==> src/rtl/prog_loader.sv <==
// prog_loader: receives a program over a byte-wide 4-phase host handshake and writes 16-bit words
// into instruction memory while holding the CPU in reset. Optional build macro: PROG_LOADER_CHECKSUM_EN.
module prog_loader #(
  parameter int ADDR_W      = 8,
  parameter int DATA_W      = 16,
  parameter int SYNC_STAGES = 2
) (
  input  logic              i_clk,
  input  logic              i_rst_n,
  input  logic              i_load_req,
  input  logic [7:0]        i_byte_in,
  input  logic              i_byte_stb,
  output logic              o_byte_ack,
  output logic              o_mem_we,
  output logic [ADDR_W-1:0] o_mem_addr,
  output logic [DATA_W-1:0] o_mem_wdata,
  output logic              o_cpu_hold,
  output logic              o_load_done,
  output logic              o_load_err
);

  typedef enum logic [2:0] {
    S_IDLE,
    S_LEN,
    S_HI,
    S_LO,
    S_WR,
`ifdef PROG_LOADER_CHECKSUM_EN
    S_CHK,
`endif
    S_DONE
  } state_t;

  state_t r_state, w_nextState;

  logic [SYNC_STAGES-1:0] r_reqSync, r_stbSync;
  logic                   r_reqPrev, r_stbPrev;
  logic                   w_req, w_stb, w_reqRise, w_accept;
  logic                   w_active, w_abort, w_lastWord;
  logic                   r_byteAck, r_loadDone, r_loadErr;
  logic [7:0]             r_hi;
  logic [8:0]             r_len, r_wordCnt;
  logic [ADDR_W-1:0]      r_memAddr;
  logic [DATA_W-1:0]      r_memWdata;
`ifdef PROG_LOADER_CHECKSUM_EN
  logic [7:0]             r_xor;
`endif

  // Host signals are asynchronous; all edge detection uses the synchronized copies.
  always_ff @(posedge i_clk or negedge i_rst_n) begin
    if (!i_rst_n) begin
      r_reqSync <= '0;
      r_stbSync <= '0;
      r_reqPrev <= 1'b0;
      r_stbPrev <= 1'b0;
    end else begin
      r_reqSync <= {r_reqSync[SYNC_STAGES-2:0], i_load_req};
      r_stbSync <= {r_stbSync[SYNC_STAGES-2:0], i_byte_stb};
      r_reqPrev <= w_req;
      r_stbPrev <= w_stb;
    end
  end

  assign w_req      = r_reqSync[SYNC_STAGES-1];
  assign w_stb      = r_stbSync[SYNC_STAGES-1];
  assign w_reqRise  = w_req & ~r_reqPrev;
  assign w_accept   = w_stb & ~r_stbPrev & ~r_byteAck;
  assign w_active   = (r_state != S_IDLE) && (r_state != S_DONE);
  assign w_abort    = w_active & ~w_req;
  assign w_lastWord = (r_wordCnt + 9'd1) == r_len;

  always_ff @(posedge i_clk or negedge i_rst_n) begin
    if (!i_rst_n) r_state <= S_IDLE;
    else          r_state <= w_nextState;
  end

  always_comb begin
    w_nextState = r_state;
    case (r_state)
      S_IDLE: if (w_reqRise) w_nextState = S_LEN;
      S_LEN:  if (w_accept)  w_nextState = S_HI;
      S_HI:   if (w_accept)  w_nextState = S_LO;
      S_LO:   if (w_accept)  w_nextState = S_WR;
      S_WR: begin
        if (w_lastWord) begin
`ifdef PROG_LOADER_CHECKSUM_EN
          w_nextState = S_CHK;
`else
          w_nextState = S_DONE;
`endif
        end else begin
          w_nextState = S_HI;
        end
      end
`ifdef PROG_LOADER_CHECKSUM_EN
      S_CHK:  if (w_accept)  w_nextState = S_DONE;
`endif
      S_DONE: w_nextState = S_IDLE;
      default: w_nextState = S_IDLE;
    endcase
    // A write already in WR still pulses this cycle; only the next state is overridden.
    if (w_abort) w_nextState = S_IDLE;
  end

  always_comb begin
    o_mem_we    = (r_state == S_WR);
    o_cpu_hold  = w_active;
    o_byte_ack  = r_byteAck;
    o_mem_addr  = r_memAddr;
    o_mem_wdata = r_memWdata;
    o_load_done = r_loadDone;
    o_load_err  = r_loadErr;
  end

  always_ff @(posedge i_clk or negedge i_rst_n) begin
    if (!i_rst_n) begin
      r_byteAck  <= 1'b0;
      r_loadDone <= 1'b0;
      r_loadErr  <= 1'b0;
      r_hi       <= '0;
      r_len      <= '0;
      r_wordCnt  <= '0;
      r_memAddr  <= '0;
      r_memWdata <= '0;
`ifdef PROG_LOADER_CHECKSUM_EN
      r_xor      <= '0;
`endif
    end else begin
      if (w_accept)    r_byteAck <= 1'b1;
      else if (!w_stb) r_byteAck <= 1'b0;

      if (r_state == S_IDLE && w_reqRise) begin
        r_loadDone <= 1'b0;
        r_loadErr  <= 1'b0;
        r_memAddr  <= '0;
        r_wordCnt  <= '0;
`ifdef PROG_LOADER_CHECKSUM_EN
        r_xor      <= '0;
`endif
      end

      // Bytes accepted in IDLE, WR or DONE are acknowledged but dropped.
      if (w_accept) begin
        case (r_state)
          S_LEN: r_len      <= (i_byte_in == 8'd0) ? 9'd256 : {1'b0, i_byte_in};
          S_HI:  r_hi       <= i_byte_in;
          S_LO:  r_memWdata <= {r_hi, i_byte_in};
`ifdef PROG_LOADER_CHECKSUM_EN
          S_CHK: if (i_byte_in != r_xor) r_loadErr <= 1'b1;
`endif
          default: ;
        endcase
`ifdef PROG_LOADER_CHECKSUM_EN
        if (r_state == S_LEN || r_state == S_HI || r_state == S_LO)
          r_xor <= r_xor ^ i_byte_in;
`endif
      end

      if (r_state == S_WR) begin
        r_memAddr <= r_memAddr + ADDR_W'(1);
        r_wordCnt <= r_wordCnt + 9'd1;
      end

      if (w_abort) r_loadErr <= 1'b1;
      if (w_nextState == S_DONE && r_state != S_DONE) r_loadDone <= 1'b1;
    end
  end

endmodule
==> config.mk <==
export PLATFORM = sky130hd
export DESIGN_NAME = prog_loader
export DESIGN_NICKNAME = d
export VERILOG_FILES = /design/src/rtl/prog_loader.sv
export SDC_FILE = /design/constraint.sdc
export NUM_CORES = 1
export LEC_CHECK = 0
export ABC_AREA = 1
export BUFFER_PORTS_ARGS = -buffer_cell sky130_fd_sc_hd__buf_2
export CAP_MARGIN = 20
export CORE_UTILIZATION = 41
export DETAILED_ROUTE_END_ITERATION = 16
export PLACE_DENSITY = 0.66
export SETUP_SLACK_MARGIN = 0.02
export SYNTH_ARGS = -nofsm -noshare
export SYNTH_HDL_FRONTEND = slang
export SYNTH_SLANG_ARGS = --single-unit
==> constraint.sdc <==
create_clock -name i_clk -period 2.1 [get_ports i_clk]
set_input_delay 0.42 -clock i_clk [delete_from_list [all_inputs] [get_ports i_clk]]
set_output_delay 0.42 -clock i_clk [all_outputs]
set_load 0.01 [all_outputs]
==> metrics.md, run 1 <==
| Metric | Value |
|---|---|
| Status | `complete, but fails checks` |
| Failing checks | `DRC` |
| Filler-free cell count of the finished design | `465` |
| Fin util | `0.515` |
| Resized Gates After CTS | `0` |
| Fmax achieved | `roughly 550 MHz` |
| Maximum vdd drop | `approximately 0.63 mV` |
| FF+latch count, synth | `62` |
| RSZ-0062 raised after global routing | `false` |
| DR vias | `2283` |
| Rows | `29` |
| Residual DRC count | `2` |
| Fill count | `622` |
| Vias in the first global route | `approximately 2200` |
| Placed Area | `just over 3000 sq um` |
| Fin crit period | `roughly 1.8 ns` |
| Most frequent cell after synthesis | `nand2_1` |
| 1st-iter DRT viols | `between 100 and 150` |
| IO Count | `41` |
| Max_cap viols | `0` |
| Final setup viols | `0` |
| Height of the die | `84.4 um` |
| Antenna Cells | `0` |
| Cells after Synth | `roughly 330` |
| Setup WS post-layout | `~0.27 ns` |
| First-pass GRT wire length | `9.98 mm` |
| Pre-antenna DRT Iters | `10` |
| Sequential share of the synthesized area | `0.557` |
| Fin nets | `about 400` |
| Clk Latency, worst-skew pair | `between 0.3 and 0.4 ns` |
| Initial antenna violation count | `0` |
| H-tree depth | `3` |
| Post-synth ARST share | `1.00` |
| Fin Clk Skew | `~0.0046 ns` |
| Worst Setup Start Kind | `flip-flop` |
| Crit. End Element | `primary output` |
| Port buffer count | `40` |
| Worst hold margin | `between 0.07 and 0.08 ns` |
| R2r startpoint | `r_wordCnt[0]$_DFFE_PN0P_` |
| Slew headroom | `0.626` |
| Inst Count DP | `449` |
| Synth Net Count | `347` |
| Clock Sinks | `62` |
| Finished Cell Area | `roughly 3300 sq um` |
| Hpwl dp | `between 3 and 4 mm` |
| Critical Path RT | `~1.7 ns` |
| R2R Path End | `o_load_done$_DFFE_PN0P_` |
| Chip width | `about 84 um` |
| Total CTS buffers | `9` |
| Antenna Nets Post-Route | `0` |
| Post-synth EDFFs | `0` |
| PnR Total Power | `around 3.8 mW` |
| Core Area | `between 6000 and 7000 sq um` |
| Starting Density | `0.431` |
| Layout area overhead | `19.4%` |
| Power per cell area | `1150 nW/um^2` |
| Setup Slack @ Placement | `around 0.33 ns` |
| Hold WC Path Type | `input pin to async pin` |
| Worst-margin pin slew | `about 0.56 ns` |
| DR vias/cell | `~5` |
| Die footprint | `between 7000 and 8000 sq um` |
| Layout cells sized above 1 | `0.180` |
| Placer Congestion | `~0.78` |
| GRT Total Usage | `0.179` |
| CTS root buffer | `clkbuf_8` |
| R2R setup slack | `approximately 0.31 ns` |
| Max Transition Viols Final | `0` |
| Post-synthesis cell type count | `29` |
| Ys flop type | `dfrtp_1` |
| Average cell area after synthesis | `between 8 and 9 sq um` |
| Largest net degree at the start of global routing | `35` |
| Post-Route WL | `roughly 5.7 mm` |
| Clock buffer depth | `2` |
| Period utilization | `0.872` |
| Synthesized cell area | `about 2800 sq um` |
| Critical path type | `flip-flop to primary output` |
| Post-synth top area share | `0.557` |
| Syn. warnings | `0` |
| Grt total ovfl | `0` |
| CP max FO | `10` |
| Data arrival, critical path | `roughly 1.4 ns` |
| Top cells by area, synth | `dfrtp_1, nand2_1, o21ai_0, inv_1, nand3_1` |
| Lkg Pwr | `around 1.7 nW` |
| Top cells by count, synth | `nand2_1, dfrtp_1, inv_1` |
| Post-CTS Setup Inserts | `0` |
| CTS Hold Bufs | `0` |
| Endpoints failing hold | `0` |
| Wire per inst | `roughly 12 um` |
| CTS tree | `done` |
| Clock-pin slew on the worst setup and hold paths | `roughly 0.07 ns` |
| Yosys top cell by area | `dfrtp_1` |
| Worst r2r path cells | `14` |
| Final setup TNS | `0 ns` |
-- how the worst max path moves through the flow --
stage	end	slack (ns)	startpoint
final	o_mem_we	0.27	r_state[0]$_DFF_PN0_
after global routing	o_load_done$_DFFE_PN0P_	0.12	r_wordCnt[0]$_DFFE_PN0P_
after CTS	o_mem_we	0.25	r_state[0]$_DFF_PN0_
after detailed placement	o_load_done$_DFFE_PN0P_	0.33	r_wordCnt[0]$_DFFE_PN0P_
after global placement	o_load_done$_DFFE_PN0P_	0.34	r_wordCnt[0]$_DFFE_PN0P_
after floorplan	o_load_done$_DFFE_PN0P_	0.56	r_wordCnt[0]$_DFFE_PN0P_
-- registers in the layout, indices dropped and copies added, names as in the netlist --
signal	flops
r_wordCnt	9
o_mem_wdata	16
r_reqSync	2
o_load_done	1
o_byte_ack	1
r_stbPrev	1
r_hi	8
r_stbSync	2
o_load_err	1
r_reqPrev	1
r_len	9
o_mem_addr	8
r_state	3
-- placed cells by master (no fill, tap or decap), types with 2 or more instances in the layout --
cell / Yosys / final
buf_4: 1 / 6
nor2_1: 13 / 13
nand4_1: 3 / 3
nor3_1: 2 / 2
buf_2: 2 / 40
o22ai_1: 6 / 6
o21ai_0: 37 / 37
nand3_1: 24 / 24
bufinv_16: 0 / 2
nand3b_1: 2 / 2
nor2_2: 2 / 2
nor2_4: 2 / 2
nand2_1: 102 / 102
a21oi_1: 6 / 6
clkbuf_8: 0 / 10
clkbuf_1: 5 / 2
clkinv_2: 0 / 2
ha_1: 2 / 2
nand3_2: 2 / 2
inv_1: 49 / 49
dfrtp_1: 62 / 62
-- metal layers --
metal,GRT usage,up-vias,share of wire
met1,0.247,1076,0.50
met4,0.0693,0,0.013
met5,0,-,0
met2,0.273,41,0.45
met3,0.0452,7,0.037
li1,-,1159,-
-- power by group --
part	switching, mW	internal, mW
Combinational	0.562	0.390
Clock	0.447	0.698
Sequential	0.204	1.54
Total	1.21	2.63
-- cells by family after synthesis --
group,after synthesis,synth area share
and+or+nand+nor,155,0.242
DFF,62,0.557
buffers and inverters,58,0.0805
AOI/OAI and AO/OA,53,0.102
xor gates and xnor gates,2,0.00629
adders and majority gates,2,0.00899
muxes,1,0.00360
-- layout make-up --
type / count / area, sq um / area share
Clock inverter: 4 / 70.1 / 0.0211
Sequential cell: 62 / 1550 / 0.467
Timing Repair Buffer: 47 / 265 / 0.0798
Clock buffer: 12 / 145 / 0.0437
Tap cell: 77 / 96.3 / 0.0290
Multi-Input combinational cell: 213 / 1010 / 0.303
Inverter: 50 / 188 / 0.0565
-- critical path, cell delays in order, from the launching register on --
cell,delay [ns]
dfrtp_1,0.43
nor2_1,0.15
inv_1,0.05
nor2_1,0.11
buf_4,0.19
buf_2,0.15
Power figures use the tool's default switching activity.
==> run 2, diff against run 1 <==
--- a/config.mk
+++ b/config.mk
@@ -5,12 +5,12 @@
 export SDC_FILE = /design/constraint.sdc
 export NUM_CORES = 1
 export LEC_CHECK = 0
-export ABC_AREA = 1
+export ABC_AREA = 0
 export BUFFER_PORTS_ARGS = -buffer_cell sky130_fd_sc_hd__buf_2
-export CAP_MARGIN = 20
+export CAP_MARGIN = 10
 export CORE_UTILIZATION = 41
 export DETAILED_ROUTE_END_ITERATION = 16
-export PLACE_DENSITY = 0.66
+export PLACE_DENSITY = 0.65
 export SETUP_SLACK_MARGIN = 0.02
 export SYNTH_ARGS = -nofsm -noshare
 export SYNTH_HDL_FRONTEND = slang
==> run 2 against run 1 <==
Against the previous run:
- the flow still finishes with violations (DRC)
- hold slack got worse by 0.039 ns
- flip-flop and latch count unchanged
- first-iteration DRC count decreased by 29%
- largest cell class unchanged
- clock skew increased by 0.0083 ns
- via count decreased by 13%
- highest routed layer unchanged
- sequential share of layout area decreased by 0.57 points
==> metrics.md, run 2 <==
| Metric | Value |
|---|---|
| Status | `complete, but fails checks` |
| Failing checks | `DRC` |
| Fin crit period | `1.96 ns (+0.132 ns)` |
| First-pass GRT wire length | `9.27 mm (-7.1%)` |
| RSZ-0062 raised after global routing | `true` |
| Top cells by area, synth | `dfrtp_1, mux2_2, o21ai_0, nand2_1, xnor2_1` |
| Average cell area after synthesis | `11.6 sq um (+38%)` |
| Most frequent cells in the layout | `dfrtp_1, buf_2, mux2_2` |
| Post-CTS Setup Inserts | `0 (unchanged)` |
| Crit. End Element | `flip-flop` |
| Inst Count DP | `361 (-20%)` |
| PnR Total Power | `2.84 mW (-26%)` |
| Sequential share of the synthesized area | `0.550 (-0.00766)` |
| Fin Clk Skew | `0.0129 ns (+0.00829 ns)` |
| Global Route met1 Usage | `0.222 (-0.0258)` |
| Total CTS buffers | `9 (unchanged)` |
| Worst-margin pin slew | `0.417 ns (-0.144 ns)` |
| Grt total ovfl | `0 (unchanged)` |
| Fmax achieved | `509 MHz (-6.7%)` |
| Top cells by count, synth | `dfrtp_1, mux2_2, o21ai_0` |
| Post-synth ARST share | `1.00 (unchanged)` |
| Placer Congestion | `0.854 (+9.0%)` |
| DR vias/cell | `5.30 (+7.9%)` |
| GR Layer Usage met3 | `0.0671 (+0.0219)` |
| CP top delay family | `simple AND/OR/NAND/NOR gates` |
| Filler-free cell count of the finished design | `377 (-19%)` |
| Met2 Use GR | `0.257 (-0.0161)` |
| Port buffer count | `40 (unchanged)` |
| Data arrival, critical path | `2.24 ns (+0.83 ns)` |
| Synthesized cell area | `2820 sq um (+1.4%)` |
| Post-synth top area share | `0.550 (-0.00766)` |
| Lkg Pwr | `1.58 nW (-9.2%)` |
| Fin nets | `309 (-22%)` |
| Critical path type | `flip-flop to flip-flop` |
| Pre-antenna DRT Iters | `10 (unchanged)` |
| Clock Sinks | `62 (unchanged)` |
| Most frequent cell after synthesis | `dfrtp_1` |
| Crit path buf inv count | `0 (-3)` |
| GRT Total Usage | `0.170 (-0.00937)` |
| Layout cells sized above 1 | `0.377 (+0.196)` |
| Die footprint | `7220 sq um (+1.4%)` |
| Period utilization | `0.935 (+0.0629)` |
| Slew headroom | `0.720 (+0.0943)` |
| Max_cap viols | `0 (unchanged)` |
| Vias in the first global route | `1905 (-13%)` |
| CTS tree | `done` |
| Post-synth EDFFs | `0 (unchanged)` |
| Syn. warnings | `0 (unchanged)` |
| Commonest non-fill, non-tap cell in the layout | `dfrtp_1` |
| Placed Area | `3150 sq um (+1.4%)` |
| Hold WC Path Type | `input pin to async pin` |
| CP max stage delay | `0.47 ns (+0.04 ns)` |
| CTS root buffer | `clkbuf_8` |
| Endpoints failing hold | `0 (unchanged)` |
| Crit-path cells | `nand4_2 -> or3_4 -> o22ai_2 -> o21ai_2 -> nor4_2 -> o21bai_1` |
| Height of the die | `85.0 um (+0.68%)` |
| Worst Setup Start Kind | `flip-flop` |
| Final setup TNS | `0 ns (unchanged)` |
| Critical Path RT | `2.38 ns (+0.70 ns)` |
| GR peak layer | `met2` |
| Power per cell area | `844 nW/um^2 (-27%)` |
| CP max FO | `7 (-3)` |
| Fin util | `0.519 (+0.00387)` |
| Post-Route WL | `5.68 mm (+0.32%)` |
| FF+latch count, synth | `62 (unchanged)` |
| Setup Slack @ Placement | `-0.0000484 ns (-0.332 ns)` |
| Post-synthesis cell type count | `45 (+55%)` |
| Initial antenna violation count | `0 (unchanged)` |
| Antenna Cells | `0 (unchanged)` |
| Maximum vdd drop | `0.558 mV (-11%)` |
| Cells after Synth | `244 (-27%)` |
| Hpwl dp | `3.87 mm (-3.0%)` |
| Rows | `29 (unchanged)` |
| Max reg flops | `16 (unchanged)` |
| Max Transition Viols Final | `0 (unchanged)` |
| Crit-path slowest cell | `dfrtp_1` |
| Yosys top cell by area | `dfrtp_1` |
| Clk Latency, worst-skew pair | `0.35 ns (+0.02 ns)` |
| DR vias | `1997 (-13%)` |
| Residual DRC count | `2 (unchanged)` |
| Starting Density | `0.435 (+0.00356)` |
| Final setup viols | `0 (unchanged)` |
| Synth Net Count | `258 (-26%)` |
| Ys flop type | `dfrtp_1` |
| Clock buffer depth | `2 (unchanged)` |
| IO Count | `41 (unchanged)` |
| Chip width | `85.0 um (+0.68%)` |
| Clock-pin slew on the worst setup and hold paths | `0.08 ns (about the same)` |
| Wire per inst | `15.1 um (+24%)` |
| Worst hold margin | `0.0398 ns (-0.0392 ns)` |
| Finished Cell Area | `3370 sq um (+1.3%)` |
| Core Area | `6490 sq um (+0.56%)` |
| Layout area overhead | `19.3% (about the same)` |
| H-tree depth | `3 (unchanged)` |
| Largest net degree at the start of global routing | `63 (+80%)` |
| Setup WS post-layout | `0.136 ns (-0.132 ns)` |
| Antenna Nets Post-Route | `0 (unchanged)` |
| 1st-iter DRT viols | `102 (-29%)` |
run 2: worst paths after layout:
path	start	to	slack, ns	depth (start not counted)
setup / recovery	r_wordCnt[4]$_DFFE_PN0P_	r_state[2]$_DFF_PN0_	0.14	6
hold / removal	i_rst_n	o_mem_addr[5]$_DFFE_PN0P_	0.04	2
max in group asynchronous	i_rst_n	r_wordCnt[3]$_DFFE_PN0P_	1.74	2
setup reg to reg	r_wordCnt[4]$_DFFE_PN0P_	r_state[2]$_DFF_PN0_	0.14	6
hold reg to reg	r_stbSync[0]$_DFF_PN0_	r_stbSync[1]$_DFF_PN0_	0.35	0
min in group i_clk	i_load_req	r_reqSync[0]$_DFF_PN0_	0.18	1
run 2: timing repair:
item | 4_1_cts | 5_1_grt
setup endpoints to repair | 2 | 6
endpoints found under the hold margin | 0 | 0
gates resized for setup | 0 | 5
hold buffers | 0 | 0
pin swaps | 1 | 0
run 2: cells by family after synthesis:
logic type      count (synthesis)  synth area share
compound gates                 50             0.113
xor+xnor                       12            0.0372
fa+ha+maj                       2           0.00886
buf+inv                        16            0.0293
flops                          62             0.550
mux                            34             0.137
simple gates                   68             0.125
run 2: area by class of cell:
| class | count | area (sq um) |
|---|---|---|
| fillers | 560 | 3130 |
| repair buffers | 52 | 303 |
| inverters | 4 | 15.0 |
| clock inverters | 5 | 58.8 |
| well taps | 77 | 96.3 |
| clock buffers | 11 | 141 |
| flip-flops and latches | 62 | 1550 |
| multi-input cells | 166 | 1200 |
run 2: power by group:
group	total (mW)	internal [mW]	leakage, nW	switching [mW]
Clock	1.06	0.580	0.0955	0.484
Sequential	1.40	1.32	0.788	0.0873
Combinational	0.373	0.200	0.693	0.173
Total	2.84	2.10	1.58	0.744
run 2: routing by layer:
metal | share of wire | vias to the layer above
met5 | 0 | -
met4 | 0.013 | 0
met3 | 0.049 | 9
met2 | 0.46 | 41
met1 | 0.48 | 968
li1 | - | 979
